File: src/rtl/pipe_hazard_ctrl.sv
// Pipeline hazard controller for the five-stage Y86-64 core.
// Drives stall/bubble controls for each stage register, issues the branch
// mispredict flush and ret drain, tracks a sticky exception/halt state and
// counts hazard events in saturating counters.
// Ports:
//   clk, rst_n                     clock, synchronous active-low reset
//   d_icode, d_srcA, d_srcB        instruction in D and its source registers
//   e_icode, e_dstM                instruction in E and its memory destination
//   m_icode, m_cnd, m_stat         instruction in M, branch condition, status
//   w_stat                         status of the instruction in W
//   f_stall .. w_stall             combinational stage-register controls
//   halted                         registered core-stopped flag
//   mispred_cnt/loaduse_cnt/ret_cnt  saturating hazard event counters
module pipe_hazard_ctrl #(
    parameter int unsigned CNT_W = 16,
    parameter logic [3:0]  RNONE = 4'hF
) (
    input  logic             clk,
    input  logic             rst_n,
    input  logic [3:0]       d_icode,
    input  logic [3:0]       d_srcA,
    input  logic [3:0]       d_srcB,
    input  logic [3:0]       e_icode,
    input  logic [3:0]       e_dstM,
    input  logic [3:0]       m_icode,
    input  logic             m_cnd,
    input  logic [3:0]       m_stat,
    input  logic [3:0]       w_stat,
    output logic             f_stall,
    output logic             d_stall,
    output logic             d_bubble,
    output logic             e_bubble,
    output logic             m_bubble,
    output logic             w_stall,
    output logic             halted,
    output logic [CNT_W-1:0] mispred_cnt,
    output logic [CNT_W-1:0] loaduse_cnt,
    output logic [CNT_W-1:0] ret_cnt
);

    localparam logic [3:0] I_JXX    = 4'h7;
    localparam logic [3:0] I_RET    = 4'h9;
    localparam logic [3:0] I_MRMOVQ = 4'h5;
    localparam logic [3:0] I_POPQ   = 4'hB;
    localparam logic [3:0] S_AOK    = 4'h1;

    typedef enum logic [1:0] {
        ST_RUN   = 2'd0,
        ST_DRAIN = 2'd1,
        ST_HALT  = 2'd2
    } state_t;

    state_t state, state_nxt;

    logic mispred, loaduse, retp, m_exc, w_exc;
    logic inc_mispred, inc_loaduse, inc_ret;

    // Hazard detection terms
    assign mispred = (m_icode == I_JXX) && !m_cnd;
    assign loaduse = ((e_icode == I_MRMOVQ) || (e_icode == I_POPQ)) &&
                     (e_dstM != RNONE) &&
                     ((e_dstM == d_srcA) || (e_dstM == d_srcB));
    assign retp    = (d_icode == I_RET) || (e_icode == I_RET) || (m_icode == I_RET);
    assign m_exc   = (m_stat != S_AOK);
    assign w_exc   = (w_stat != S_AOK);

    // Next state and stage controls
    always_comb begin
        state_nxt   = state;
        f_stall     = 1'b0;
        d_stall     = 1'b0;
        d_bubble    = 1'b0;
        e_bubble    = 1'b0;
        m_bubble    = 1'b0;
        w_stall     = 1'b0;
        inc_mispred = 1'b0;
        inc_loaduse = 1'b0;
        inc_ret     = 1'b0;

        unique case (state)
            ST_RUN, ST_DRAIN: begin
                // Mispredict wins: any loaduse/ret behind it is wrong-path
                if (mispred) begin
                    d_bubble    = 1'b1;
                    e_bubble    = 1'b1;
                    inc_mispred = 1'b1;
                end else if (loaduse) begin
                    f_stall     = 1'b1;
                    d_stall     = 1'b1;
                    e_bubble    = 1'b1;
                    inc_loaduse = 1'b1;
                end else if (retp) begin
                    f_stall     = 1'b1;
                    d_bubble    = 1'b1;
                    inc_ret     = 1'b1;
                end

                w_stall = w_exc;
                if (state == ST_RUN) begin
                    m_bubble = m_exc || w_exc;
                    if (w_exc)
                        state_nxt = ST_HALT;
                    else if (m_exc)
                        state_nxt = ST_DRAIN;
                end else begin
                    // Keep younger instructions from committing behind the fault
                    m_bubble = 1'b1;
                    if (w_exc)
                        state_nxt = ST_HALT;
                end
            end
            ST_HALT: begin
                f_stall  = 1'b1;
                d_stall  = 1'b1;
                m_bubble = 1'b1;
                w_stall  = 1'b1;
            end
            default: state_nxt = ST_RUN;
        endcase

        // Reset flushes the pipeline regardless of state
        if (!rst_n) begin
            f_stall  = 1'b0;
            d_stall  = 1'b0;
            w_stall  = 1'b0;
            d_bubble = 1'b1;
            e_bubble = 1'b1;
            m_bubble = 1'b1;
        end
    end

    // State, halted flag and saturating counters
    always_ff @(posedge clk) begin
        if (!rst_n) begin
            state       <= ST_RUN;
            halted      <= 1'b0;
            mispred_cnt <= '0;
            loaduse_cnt <= '0;
            ret_cnt     <= '0;
        end else begin
            state  <= state_nxt;
            halted <= (state == ST_HALT);
            if (inc_mispred && (mispred_cnt != '1))
                mispred_cnt <= mispred_cnt + CNT_W'(1);
            if (inc_loaduse && (loaduse_cnt != '1))
                loaduse_cnt <= loaduse_cnt + CNT_W'(1);
            if (inc_ret && (ret_cnt != '1))
                ret_cnt <= ret_cnt + CNT_W'(1);
        end
    end

endmodule

File: config.mk
export PLATFORM = sky130hd
export DESIGN_NAME = pipe_hazard_ctrl
export DESIGN_NICKNAME = d
export VERILOG_FILES = /design/src/rtl/pipe_hazard_ctrl.sv
export SDC_FILE = /design/constraint.sdc
export NUM_CORES = 1
export LEC_CHECK = 0
export ABC_AREA = 0
export ABC_CLOCK_PERIOD_IN_PS = 2400
export BUFFER_PORTS_ARGS = -buffer_cell sky130_fd_sc_hd__buf_4
export CORE_UTILIZATION = 45
export CTS_BUF_LIST = sky130_fd_sc_hd__clkbuf_8
export CTS_CLUSTER_DIAMETER = 120
export CTS_CLUSTER_SIZE = 40
export DETAILED_ROUTE_END_ITERATION = 8
export PLACE_DENSITY = 0.8
export SLEW_MARGIN = 20
export SYNTH_ARGS = -nofsm -noshare
export SYNTH_HDL_FRONTEND = slang
export SYNTH_SLANG_ARGS = --single-unit
File: constraint.sdc
create_clock -name clk -period 2.4 [get_ports clk]
set_input_delay 0.24 -clock clk [delete_from_list [all_inputs] [get_ports clk]]
set_output_delay 0.24 -clock clk [all_outputs]
set_load 0.02 [all_outputs]
==> impl_metrics.sql <==
INSERT INTO impl_metrics (metric_group, metric, value, unit) VALUES
('sta', 'setup_total_negative_slack', '0', 'ps'),
('synthesis', 'synth_compound_area_share', '17.18', '%'),
('grt', 'global_route.overflow_total', '0', ''),
('sta', 'max_freq', '455.7', 'MHz'),
('die', 'core-area', '0.006314', 'mm²'),
('die', 'dieWidth', '82.77', 'µm'),
('synthesis', 'async_reset_ff_share', '0', '%'),
('routing', 'drt-pass1-iter-count', '4', ''),
('final_layout', 'finalInstanceArea', '0.003774', 'mm²'),
('synthesis', 'post-synth-top-area-cell', 'sky130_fd_sc_hd__dfxtp_1', ''),
('synthesis', 'synth_enable_flop_cells', '0', ''),
('critical_path', 'critical-path-top-delay-family', 'simple AND/OR/NAND/NOR gates', ''),
('die', 'initial_utilization', '46.49', '%'),
('final_layout', 'area_growth', '28.56', '%'),
('job', 'maxCapViolations', '0', ''),
('grt', 'grt_antenna_before_repair', '0', ''),
('sta', 'final_hold_viol_count', '0', ''),
('routing', 'drt_iter0_markers', '140', ''),
('sta', 'worst_slew_pin_slew', '640.2', 'ps'),
('sta', 'maximum_clock_skew_at_final_layout', '12.02', 'ps'),
('critical_path', 'cp.arrival', '2450', 'ps'),
('critical_path', 'path_cells', 'ha_1 -> and4_1 -> nand4_1 -> nand3_2 -> or4_1 -> a21oi_1', ''),
('synthesis', 'ys_top_cells_by_count', '51 x sky130_fd_sc_hd__dfxtp_1, 28 x sky130_fd_sc_hd__nand2_1, 20 x sky130_fd_sc_hd__nand3_1', ''),
('synthesis', 'synthSimpleGateAreaFrac', '34.10', '%'),
('routing', 'avgViaCountPerCell', '5.928', ''),
('critical_path', 'cp_data_required_time', '2650', 'ps'),
('routing', 'finalWirelength', '7515', 'µm'),
('grt', 'grtUsageTotal', '22.73', '%'),
('synthesis', 'synth.yosys.seq_area_share', '34.78', '%'),
('final_layout', 'finish.net_count', '463', ''),
('routing', 'post_drt_wl_per_cell', '14.94', 'µm'),
('final_layout', 'fill_cells', '587', ''),
('synthesis', 'synth-warning-count', '0', ''),
('synthesis', 'syn-instance-count', '340', ''),
('synthesis', 'syn_area_per_cell', '8.633', 'µm²'),
('clocking', 'cts_repair_resize_count', '0', ''),
('synthesis', 'synthDistinctLibCells', '52', ''),
('critical_path', 'slowest_stage', 'sky130_fd_sc_hd__or4_1', ''),
('worst_hold_path', 'holdPathStages', '3', ''),
('die', 'dieArea', '0.006850', 'mm²'),
('place', 'place_area', '0.003659', 'mm²'),
('place', 'io_buffer_count', '89', ''),
('outcome', 'result_of_the_run', 'finished clean', ''),
('synthesis', 'combinational_family_with_the_most_area_after_synthesis', 'simple AND/OR/NAND/NOR gates', ''),
('sta', 'post-route-min-period', '2195', 'ps'),
('critical_path', 'cp_slowest_stage_delay', '580', 'ps'),
('synthesis', 'synthesis_stage_register_bit_count', '51', ''),
('clocking', 'worstSkewPairLatency', '320', 'ps'),
('grt', 'grt_pass1_vias', '2652', ''),
('final_layout', 'share_of_the_core_filled_with_cells', '59.77', '%'),
('place', 'placedCellCount', '495', ''),
('clocking', 'postCtsHoldBufs', '0', ''),
('clocking', 'cts_tree', 'done', ''),
('power_and_ir_drop', 'vdd.ir_drop.worst', '316.5', 'µV'),
('routing', 'antenna_left', '0', ''),
('worst_hold_path', 'min-delay-path-class', 'in2reg', ''),
('die', 'top_ports', '90', ''),
('critical_path', 'reg2reg_slack', '210', 'ps'),
('place', 'place.detailed.hpwl', '5521', 'µm'),
('clocking', 'cts.clk_slew.worst_paths', '100', 'ps'),
('power_and_ir_drop', 'power.density_cell_area', '436.1', 'mW/mm²'),
('sta', 'timing.final.crit_share', '91.44', '%'),
('sta', 'finalMaxSlewViolations', '0', ''),
('sta', 'slew-limit-headroom', '57.19', '%'),
('critical_path', 'cp-start-kind', 'register', ''),
('synthesis', 'syn_area', '0.002935', 'mm²'),
('synthesis', 'post_synth_mux_area_share', '3.751', '%'),
('routing', 'drt_drc_violations_left', '0', ''),
('synthesis', 'syn_nets', '378', ''),
('synthesis', 'post_synth_main_area_contributors', 'sky130_fd_sc_hd__dfxtp_1 35%, sky130_fd_sc_hd__xor2_1 5.1%, sky130_fd_sc_hd__o31ai_1 4.9%', ''),
('grt', 'global_route_wire_length_before_repair', '12120', 'µm');
==> logic make-up (layout without fill, tap and decap cells) <==
family	after synthesis	in the layout
adder cells (fa/ha/maj)	3	3
multiplexers	11	11
buffers and inverters	23	109
AND/OR/NAND/NOR	161	161
AO/OA/AOI/OAI	74	74
flip-flops	51	51
XOR/XNOR	17	17
==> report_power, final <==
group          internal (W)  switching [W]
sequential         0.000849     0.00000394
combinational     0.0000752      0.0000883
clock              0.000314       0.000314
total               0.00124       0.000407
==> through the flow <==
stage,hold WS [ps],setup slack [ps],power (W)
2_1_floorplan,423.6,414.4,0.0009549
3_3_place_gp,471.1,102.2,0.001033
3_5_place_dp,480.2,57.82,0.001037
4_1_cts,217.9,230.8,0.001659
5_1_grt,231.6,34.08,0.001707
6_report,219.9,205.4,0.001646
==> worst paths after layout <==
path,start,endpoint
worst max-delay path,ret_cnt[1]$_SDFFE_PN0P_,ret_cnt[10]$_SDFFE_PN0P_
worst min register to register,ret_cnt[4]$_SDFFE_PN0P_,ret_cnt[4]$_SDFFE_PN0P_
worst max register to register,ret_cnt[1]$_SDFFE_PN0P_,ret_cnt[10]$_SDFFE_PN0P_
worst min-delay path,w_stat[2],state[0]$_SDFFE_PN0P_
==> sequential cells by signal, indices dropped and copies added (netlist names) <==
signal	flops
state	2
halted	1
mispred_cnt	16
ret_cnt	16
loaduse_cnt	16
==> layout make-up <==
type                            instances  area, µm²  area share, %
Multi-Input combinational cell        266       1802          47.75
Sequential cell                        51       1021          27.06
Timing Repair Buffer                   96      720.7          19.10
Tap cell                               77      96.34          2.553
Clock buffer                            5      68.82          1.824
Clock inverter                          3      46.29          1.227
Inverter                                5      18.77         0.4973
==> cell usage in the layout, fill, tap and decap left out, drive strengths merged, types with 11 or more instances in the layout <==
master	netlist	routed
a21oi	19	19
buf	8	96
dfxtp	51	51
mux2i	11	11
nand2	28	28
nand2b	14	14
nand3	21	21
nand4	15	15
nor2	18	18
o21ai	13	13
o31ai	19	19
or4	19	19
xor2	17	17
==> routing by layer <==
layer | GRT usage [%] | wire (µm)
met5 | 0 | 0
met4 | 6.724 | 89
met3 | 5.165 | 532
met2 | 38.44 | 3516
met1 | 28.60 | 3377
==> worst min-delay path, stage by stage <==
cell and delay (ps):
sky130_fd_sc_hd__buf_4 80, sky130_fd_sc_hd__or4_1 130, sky130_fd_sc_hd__nor2_1 50
Power figures use the tool's default switching activity.
